===== src/rtl/prog_clock_divider.sv =====
`default_nettype none
// ============================================================================
// Module   : prog_clock_divider
// Brief    : Multi-channel run-time programmable clock divider (clkin / 2*DIV)
//            with per-channel tick strobe and glitch-free divide updates.
// Revision : 1.0
// ============================================================================
module prog_clock_divider #(
    parameter int          N_CH        = 2,
    parameter int          CNT_W       = 32,
    parameter int unsigned DEFAULT_DIV = 100000000,
    localparam int         CH_W        = (N_CH > 1) ? $clog2(N_CH) : 1
) (
    input  logic              clkin,
    input  logic              rst_n,
    input  logic [N_CH-1:0]   en,
    input  logic              wr_en,
    input  logic [CH_W-1:0]   wr_ch,
    input  logic [CNT_W-1:0]  wr_data,
    output logic [N_CH-1:0]   clkout,
    output logic [N_CH-1:0]   tick,
    output logic [N_CH-1:0]   pending
);

    localparam logic [CNT_W-1:0] C_ONE     = CNT_W'(1);
    localparam logic [CNT_W-1:0] C_DEF_DIV = CNT_W'(DEFAULT_DIV);

    for (genvar i = 0; i < N_CH; i++) begin : g_ch
        logic [CNT_W-1:0] r_cnt;
        logic [CNT_W-1:0] r_active;
        logic [CNT_W-1:0] r_shadow;
        logic             r_clkout;
        logic             r_tick;
        logic             r_pending;

        logic             w_wr_hit;
        logic             w_stall;
        logic             w_wrap;
        logic             w_load;
        logic [CNT_W-1:0] w_next_div;

        // Out-of-range channel numbers never match any i, so such writes are dropped.
        always_comb begin
            w_wr_hit   = wr_en && (wr_ch == CH_W'(i));
            w_stall    = (r_active == '0);
            w_wrap     = en[i] && !w_stall && (r_cnt >= (r_active - C_ONE));
            w_load     = !en[i] || w_stall || w_wrap;
            w_next_div = w_wr_hit ? wr_data : r_shadow;
        end

        always_ff @(posedge clkin or negedge rst_n) begin
            if (!rst_n) begin
                r_cnt     <= '0;
                r_active  <= C_DEF_DIV;
                r_shadow  <= C_DEF_DIV;
                r_clkout  <= 1'b0;
                r_tick    <= 1'b0;
                r_pending <= 1'b0;
            end else begin
                // Idle, stalled and wrap cycles are the only safe points to swap divide value;
                // a same-cycle write bypasses the shadow so it is never lost.
                if (w_load) begin
                    r_active  <= w_next_div;
                    r_shadow  <= w_next_div;
                    r_pending <= 1'b0;
                end else if (w_wr_hit) begin
                    r_shadow  <= wr_data;
                    r_pending <= 1'b1;
                end

                if (!en[i] || w_stall) begin
                    r_cnt    <= '0;
                    r_clkout <= 1'b0;
                    r_tick   <= 1'b0;
                end else if (w_wrap) begin
                    r_cnt    <= '0;
                    r_clkout <= ~r_clkout;
                    r_tick   <= 1'b1;
                end else begin
                    r_cnt    <= r_cnt + C_ONE;
                    r_tick   <= 1'b0;
                end
            end
        end

        assign clkout[i]  = r_clkout;
        assign tick[i]    = r_tick;
        assign pending[i] = r_pending;
    end

endmodule
`default_nettype wire

===== config.mk =====
export PLATFORM = sky130hd
export DESIGN_NAME = prog_clock_divider
export DESIGN_NICKNAME = d
export VERILOG_FILES = /design/src/rtl/prog_clock_divider.sv
export SDC_FILE = /design/constraint.sdc
export NUM_CORES = 1
export LEC_CHECK = 0
export BUFFER_PORTS_ARGS = -buffer_cell sky130_fd_sc_hd__buf_2
export CORE_MARGIN = 2
export CORE_UTILIZATION = 66
export DETAILED_ROUTE_END_ITERATION = 7
export MAX_ROUTING_LAYER = met4
export PLACE_DENSITY_LB_ADDON = 0.1
export SETUP_SLACK_MARGIN = 0.5
export SLEW_MARGIN = 30
export SYNTH_ARGS = -nofsm -noshare
export SYNTH_HDL_FRONTEND = slang
export SYNTH_SLANG_ARGS = --single-unit

===== constraint.sdc =====
create_clock -name clkin -period 9.1 [get_ports clkin]
set_clock_uncertainty 0.2 [all_clocks]
set_input_delay 0 -clock clkin [delete_from_list [all_inputs] [get_ports clkin]]
set_output_delay 0 -clock clkin [all_outputs]
set_load 0.05 [all_outputs]

# After elaboration in Yosys (flattened, before gate mapping)
# Index checks and enable logic that the tools add are counted.
# classes
add_sub_neg	4
order_cmp	2
n_mux	18
n_bitwise	3
reduce_logical	20
# op_table
operator	n
two-way mux 32 bit	6
adder 32 x 1 -> 32 bit (second input constant)	2
greater-or-equal comparator 32 bit	2
zero test 32 bit	2
subtractor 32 x 1 -> 32 bit (second input constant)	2
two-way mux 1 bit	12
nonzero test 2 bit	4
logical AND 1 bit	6
zero test 1 bit	4
logical OR 1 bit	4
NOT 1 bit	3
# word_totals
reg_bits	198
out_inout_bits	6
elab_cells	59

# Depth between registers and ports, before layout
# Gate-level depths: netlist of run 1.
# depth
ltp_word	6
mapped_depth	18
depth_no_buf	15

# Worst setup path before layout of run 1
# OpenSTA, ideal clock, no wires.
# synth_path
path_type	register to register
from	register g_ch[0].r_active[2]
to	register g_ch[0].r_active[0]
arrival_ps	4297
t_required_ps	8773
setup_slack_ps	4475
stages_incl_launch_ff	15
path_cell_list	dfrtp_1 or4_1 or4_1 or2_1 or4_1 xor2_1 ha_1 a21oi_1 o21ai_0 a221o_1 a211o_1 or3_1 buf_6 buf_8 mux2_1
# synth_between
elab_chain_cells	5
word_cells_on_any_way	8
# synth_rtl
item	line_no	rtl
from (decl)	30	logic [CNT_W-1:0] r_active;
from (signal assigned)	63	r_active <= w_next_div;
parallel branches: the longest is 4 deep, another holds subtractor 32 x 1 -> 32 bit	--	
logical OR 1 bit (*)	47	w_load = !en[i] || w_stall || w_wrap;
# Mark *: on every way between the ends.
# A chain may end at the register's enable or synchronous reset.

# Worst setup path after layout of run 1
# layout_path
from	register g_ch[1].r_active[6]
to	register g_ch[1].r_active[30]
# layout_between
elab_chain_cells	5
word_cells_on_any_way	8
# layout_rtl
item	line_no
from (decl)	30
from (signal assigned)	63
parallel branches: the longest is 4 deep, another holds subtractor 32 x 1 -> 32 bit	--
logical OR 1 bit (*)	47
# Marks and branches as above.

==> results of run 1 <==
==> synthesized netlist by cell type, types with 7 or more instances <==
library cell and count:
nand2_1 41, xor2_1 46, nor3_1 33, buf_4 14, ha_1 68, nor2_1 109, dfstp_2 48, and3_1 13
nand3_1 30, inv_1 18, a21oi_1 32, or3_1 7, nand4_1 23, mux2_1 28, nor4_1 12, dfrtp_1 150
clkbuf_1 7, xnor2_1 74, or4_1 11, o21ai_0 10, mux2_2 100
==> path summary, 6_finish.rpt <==
path                                                          to  slack, ns
worst max-delay path            g_ch[1].r_active[30]$_DFFE_PN0P_       3.39
min in group clkin                  g_ch[0].r_clkout$_DFFE_PN0P_       0.18
worst min register to register    g_ch[0].r_shadow[25]$_DFF_PN0_       0.30
worst max register to register  g_ch[1].r_active[30]$_DFFE_PN0P_       3.39
max in group asynchronous            g_ch[0].r_cnt[31]$_DFF_PN0_       7.52
worst min-delay path                  g_ch[1].r_cnt[2]$_DFF_PN0_      -0.04
==> metrics by stage <==
step / area [um^2] / hold slack [ns]
after CTS: 11880 / 0.1553
after detailed placement: 10890 / 0.05196
after floorplan: 10550 / -0.4956
final: 11920 / -0.04193
after global routing: 11910 / 0.01264
after global placement: 10890 / 0.02487
==> area by class of cell <==
cell class,count,area (um^2)
diodes,3,7.507
flip-flops and latches,198,5015
inverters,18,67.56
well taps,216,270.3
fillers,1061,3854
repair buffers,89,683.2
multi-input cells,680,5251
clock buffers,18,439.2
clock inverters,14,182.7
==> per-layer routing <==
| metal | wire [um] | global-route usage |
|---|---|---|
| met5 | 0 | - |
| met4 | 668 | 0.1270 |
| met3 | 515 | 0.04601 |
| met2 | 11240 | 0.4767 |
| met1 | 9459 | 0.3491 |
==> state kept, by name, summed over array words and instances, names as in the netlist <==
| signal | count |
|---|---|
| g_ch.r_active | 64 |
| g_ch.r_cnt | 64 |
| g_ch.r_shadow | 64 |
| g_ch.r_clkout | 2 |
| g_ch.r_pending | 2 |
| g_ch.r_tick | 2 |
==> cells in the final DEF, fill, tap and decap left out, drive strengths merged, types with 4 or more instances in the layout <==
master	instances
a21oi	32
and3	13
and4	5
buf	52
clkbuf	18
dfrtp	150
dfstp	48
dlygate4sd3	37
ha	68
inv	25
mux2	128
nand2	41
nand2b	4
nand3	30
nand4	24
nor2	109
nor3	33
nor4	14
o21ai	10
or3	8
or4	13
xnor2	74
xor2	46
==> worst register-to-register path, stage by stage (launching register included) <==
cell and delay [ns]:
dfrtp_1 0.45, nor4_1 0.55, nand4b_1 0.48, nor3b_4 0.39, nand2_1 0.15, or3_1 0.34, xor2_1 0.15, ha_1 0.27
nand4_1 0.10, or4_1 0.58, a311oi_1 0.41, or3_2 0.59, buf_4 0.51, mux2_1 0.42
==> logic make-up after synthesis <==
kind of cell	share of synthesized area
flip-flops	0.4756
buffers and inverters	0.02670
AND/OR/NAND/NOR	0.1475
AO/OA/AOI/OAI	0.03322
adder cells (fa/ha/maj)	0.08068
XOR/XNOR	0.09967
multiplexers	0.1367
==> report_power, final <==
group | internal [uW] | switching, uW | total, uW
Combinational | 178 | 172 | 351
Clock | 427 | 358 | 784
Sequential | 1010 | 92.8 | 1100
==> timing repair <==
item | CTS | global route
hold buffers | 37 | 0
gates resized for setup | 0 | 0
endpoints found under the hold margin | 244 | 0
==> results.ini, run 1 <==
[run_status]
outcome=complete, but fails checks
violations=negative hold slack

[layout]
final_cells=1236
fin_util=0.7556
areaGrowthSynthToFinish_pct=13.00
fin_nets=1110
drive_above_1_share=0.2429

[timing]
timing.fmax_mhz=175.1
maxSlewHeadroom=0.3993
worst_slack_ns=3.388
tns_ns=0
finalHoldViolCount=79
worst_pin_slew_ns=0.8942
finalCriticalPeriod_ns=5.712
finalSetupViolations=0
min_period_over_period=0.6277
drv_slew=0
rsz0062_at_grt=no
holdWs_ns=-0.04193

[synthesis]
mappedNetlistArea_um2=10550
synth_ff_type=dfrtp_1
yosysUniqueCellTypes=53
synth_top_cell_by_area=dfrtp_1
netlist_instances=926
synth_top_area_share=0.3560
avgSynthCellArea_um2=11.39
ys_seq_area_frac=0.4756
synth-seq-cells=198
yosysWarnings=0
synth_edf_count=0
synth.area.top_cells=dfrtp_1 (36%), dfstp_2 (12%), mux2_2 (11%)
synth_nets=1032
synthArstFlopShare=1.000

[place]
dp.cells=1163
portBuffers=43
place_congestion=0.8993
hpwl_um=14730
pre_cts_slack_ns=3.458

[pwr]
leakage_uw=0.005064
power_uw=2236
p_per_area_nw_per_um2=187.6
vdd_drop_max_v=0.0001525

[worst_setup_path]
crit_type=reg2reg
crit_buf_inv=1
cp.arrival_ns=5.82
worstPathRequired_ns=9.21
cp_slowest_cell=or4_1
critPathMaxFanout=41
r2r_cells=13
worst_setup_path_end_kind=flop
cp.depth=13
crit_family=simple AND/OR/NAND/NOR gates
regToRegStartpoint=g_ch[1].r_active[6]$_DFFE_PN0P_
crit_start=g_ch[1].r_active[6]$_DFFE_PN0P_
cp-start-kind=flop
worstPathCellList=nor4_1, nand4b_1, nor3b_4, nand2_1, or3_1, xor2_1, ha_1, nand4_1, or4_1, a311oi_1, or3_2, buf_4, mux2_1
max_stage_delay_ns=0.58

[clocking]
numCtsBuffers=17
htreeDepth=4
clkTransAtPathRegs_ns=0.07
cts_max_path_buffers=2
cts_setup_buffers=0
clk_latency_ns=0.45
cts_sinks=198
cts_tree=built
cts-root-buf=clkbuf_16

[global_route]
grt_antenna_before_repair=1
grt_pass1_wl_um=36840
grt_usage=0.2868
grt_pass1_vias=7442
grt-ovfl-total=0
grt_start_max_net_pins=135

[floorplanning]
initial_utilization=0.6687
die_x_um=130.4
ios=44
die_area_um2=17000
dieHeight_um=130.4
design.core.area_um2=15770
num_rows=46

[route]
totalWireLength_um=21880
dr.pass1.iters=4
postRouteAntennaNets=0
vias=7139
drc=0
wl_per_cell_um=17.70
viasPerCell=5.776
drtIter0Drc=405

[flow_run]
cap_violations=0

[hold_path]
hold_path.class=in2async

Note: power is estimated with default switching activity, not from simulation.
==> run 2: changes to the inputs <==
- CORE_UTILIZATION: 66 -> 56
- clock period: 9.1 -> 5 ns (I/O delays scaled with it)
==> run 2 against run 1 <==
- the flow now finishes without violations
- sequential share of layout area down 3.6 points
- utilization down 5.3 points
- wire length up 3.6%
- worst setup slack worse by 3.0 ns
- clock-buffer cell count up 2
- power up 82%
- worst hold slack better by 0.21 ns
- critical path type unchanged
- largest power group unchanged
==> results.ini, run 2 (same netlist as run 1, synthesis figures left out) <==
[floorplanning]
dieHeight_um=141.2  ; was 130.4 um
design.core.area_um2=18580  ; was 15,770 um^2
die_area_um2=19940  ; was 17,000 um^2
num_rows=50  ; was 46
initial_utilization=0.5675  ; was 0.6687
die_x_um=141.2  ; was 130.4 um
ios=44  ; unchanged

[clocking]
cts_tree=built  ; unchanged
htreeDepth=4  ; unchanged
clkTransAtPathRegs_ns=0.07  ; about the same
cts_max_path_buffers=2  ; unchanged
numCtsBuffers=17  ; unchanged
cts_sinks=198  ; unchanged
cts-root-buf=clkbuf_16  ; unchanged
clk_latency_ns=0.44  ; was 0.45 ns

[global_route]
grt_antenna_before_repair=0  ; was 1
grt_pass1_vias=7222  ; was 7,442
grt_usage=0.2299  ; was 0.2868
grt_pass1_wl_um=35640  ; was 36,840 um
grt-ovfl-total=0  ; unchanged
grt_start_max_net_pins=163  ; was 135

[layout]
final_area_um2=13050  ; was 11,920 um^2
final_cells=1304  ; was 1,236
drive_above_1_share=0.3710  ; was 0.2429
final_cell_mix=dfrtp_1 (149), mux2_2 (99), xnor2_1 (74), ha_1 (68), nor2_1 (57)  ; was dfrtp_1 (150), nor2_1 (109), mux2_2 (100), xnor2_1 (74), ha_1 (68)
seq_area_um2=5016  ; was 5015 um^2
fin_util=0.7024  ; was 0.7556
antenna_cells=0  ; was 3
multiInputGateArea_um2=5898  ; was 5251 um^2
largestRegisters=g_ch.r_active: 64 flops, g_ch.r_cnt: 64 flops, g_ch.r_shadow: 64 flops  ; unchanged
fillers=1373  ; was 1,061
fin_nets=1163  ; was 1,110
areaGrowthSynthToFinish_pct=23.77  ; was 13.00%
final_common_cell=dfrtp_1  ; unchanged

[timing]
min_period_over_period=0.9167  ; was 0.6277
worst_pin_slew_ns=0.8576  ; was 0.8942 ns
rsz0062_at_grt=yes  ; was no
finalHoldViolCount=0  ; was 79
drv_slew=0  ; unchanged
tns_ns=0  ; unchanged
finalCriticalPeriod_ns=4.583  ; was 5.712 ns
timing.fmax_mhz=218.2  ; was 175.1 MHz
maxSlewHeadroom=0.4283  ; was 0.3993
finalSetupViolations=0  ; unchanged

[worst_setup_path]
cp_slowest_cell=or4_4  ; was or4_1
cp.arrival_ns=4.71  ; was 5.82 ns
cp.depth=12  ; was 13
r2r_slack_ns=0.42  ; was 3.39 ns
regToRegStartpoint=g_ch[0].r_active[5]$_DFFE_PN0P_  ; was g_ch[1].r_active[6]$_DFFE_PN0P_
worst_setup_path_end_kind=flop  ; unchanged
crit_end=g_ch[0].r_active[27]$_DFFE_PN0P_  ; was g_ch[1].r_active[30]$_DFFE_PN0P_
crit_family=simple AND/OR/NAND/NOR gates  ; unchanged
worstPathRequired_ns=5.12  ; was 9.21 ns
crit_start=g_ch[0].r_active[5]$_DFFE_PN0P_  ; was g_ch[1].r_active[6]$_DFFE_PN0P_
cp-start-kind=flop  ; unchanged
r2r_cells=12  ; was 13
cpMostUsedCell=or4_4
crit_buf_inv=0  ; was 1
worstPathCellList=or4_4, or4_4, or2_4, or4_4, xor2_1, ha_1, a21oi_2, o21ai_1, a221o_1, a211o_4, or3_4, mux2_4  ; was nor4_1, nand4b_1, nor3b_4, nand2_1, or3_1, xor2_1, ha_1, nand4_1, or4_1, a311oi_1, or3_2, buf_4, mux2_1
reg2reg_to=g_ch[0].r_active[27]$_DFFE_PN0P_  ; was g_ch[1].r_active[30]$_DFFE_PN0P_
max_stage_delay_ns=0.54  ; was 0.58 ns
critPathMaxFanout=8  ; was 41
crit_type=reg2reg  ; unchanged

[hold_path]
hold_path.class=in2reg  ; was in2async

[flow_run]
cap_violations=0  ; unchanged

[route]
wl_per_cell_um=17.39  ; was 17.70 um
drtIter0Drc=297  ; was 405
vias=7408  ; was 7,139
postRouteAntennaNets=0  ; unchanged
dr.pass1.iters=5  ; was 4
drc=0  ; unchanged
totalWireLength_um=22680  ; was 21,880 um
viasPerCell=5.681  ; was 5.776

[pwr]
vdd_drop_max_v=0.0002773  ; was 0.0001525 V
p_int_uw=2944  ; was 1613 uW
switching_share=0.2784  ; was 0.2786
combPwrFrac=0.186  ; was 0.157
p_per_area_nw_per_um2=312.6  ; was 187.6 nW/um^2
power_uw=4080  ; was 2236 uW
p_switching_uw=1136  ; was 623.0 uW
clockPowerShare=0.325  ; was 0.351
p_seq_frac=0.489  ; was 0.492
leakage_uw=0.005517  ; was 0.005064 uW

[place]
dp.cells=1188  ; was 1,163
place_congestion=0.8375  ; was 0.8993
hpwl_um=13910  ; was 14,730 um
portBuffers=43  ; unchanged
placed_area_um2=11020  ; was 10,890 um^2

[run_status]
outcome=completed  ; was complete, but fails checks

## run 2: cell types whose count changed in the layout (fill, tap and decap cells not counted), sizes merged
cell and change:
buf +37, clkbuf +9, or3 +5, inv -4, diode -3, clkinv +2, dlygate4sd3 +2, a211o +1
a31oi +1, bufinv -1, clkinvlp +1
## run 2: final cells by class
type,count,area share
well taps,234,0.02243
inverters,18,0.005177
clock buffers,20,0.03346
clock inverters,12,0.009299
multi-input cells,687,0.4519
repair buffers,135,0.09338
flip-flops and latches,198,0.3843
## run 2: worst min-delay path by stage
stage                     from                              end  cells past startpoint
floorplan                rst_n  g_ch[0].r_active[0]$_DFFE_PN0P_                      0
global placement         rst_n      g_ch[0].r_cnt[25]$_DFF_PN0_                      1
detailed placement       rst_n      g_ch[0].r_cnt[25]$_DFF_PN0_                      1
CTS                 wr_data[7]    g_ch[0].r_shadow[7]$_DFF_PN0_                      3
global route        wr_data[7]    g_ch[0].r_shadow[7]$_DFF_PN0_                      3
finish              wr_data[5]    g_ch[1].r_shadow[5]$_DFF_PN0_                      3
## run 2: per-stage QoR
step	hold WS [ns]	setup slack, ns
detailed placement	-0.2647	0.01566
global route	0.1748	0.2585
CTS	0.1526	0.4553
floorplan	-0.4956	0.5113
finish	0.1699	0.4166
global placement	-0.2626	0.1888
## run 2: worst register-to-register path, delay by kind of cell, from the launching register on
| family | cells | cell delay, ns |
|---|---|---|
| and+or+nand+nor | 5 | 2.22 |
| adders and majority gates | 1 | 0.30 |
| xor gates and xnor gates | 1 | 0.16 |
| AOI/OAI and AO/OA | 4 | 0.86 |
| muxes | 1 | 0.34 |
| DFF | 1 | 0.38 |
## run 2: routing by layer
layer	vias to the layer above	track usage	part of all wire
li1	3550	-	-
met1	3721	0.3310	0.51
met2	112	0.3441	0.45
met3	25	0.03533	0.028
met4	0	0.05947	0.013
met5	-	-	0
## run 2: power groups by stage
stage               Clock (uW)  Combinational [uW]  Sequential, uW
floorplan                    0                 456            1970
global placement             0                 585            2010
detailed placement           0                 596            2020
CTS                       1340                 677            1990
global route              1410                 840            2020
finish                    1330                 760            2000
## run 2: repair_timing
item | in CTS | in global routing
hold endpoints to repair | 284 | 0
gates resized for setup | 38 | 118
cloned | 5 | 11
hold buffers | 40 | 0
pin swaps | 12 | 37
setup endpoints to repair | 130 | 128
buffers inserted | 16 | 12
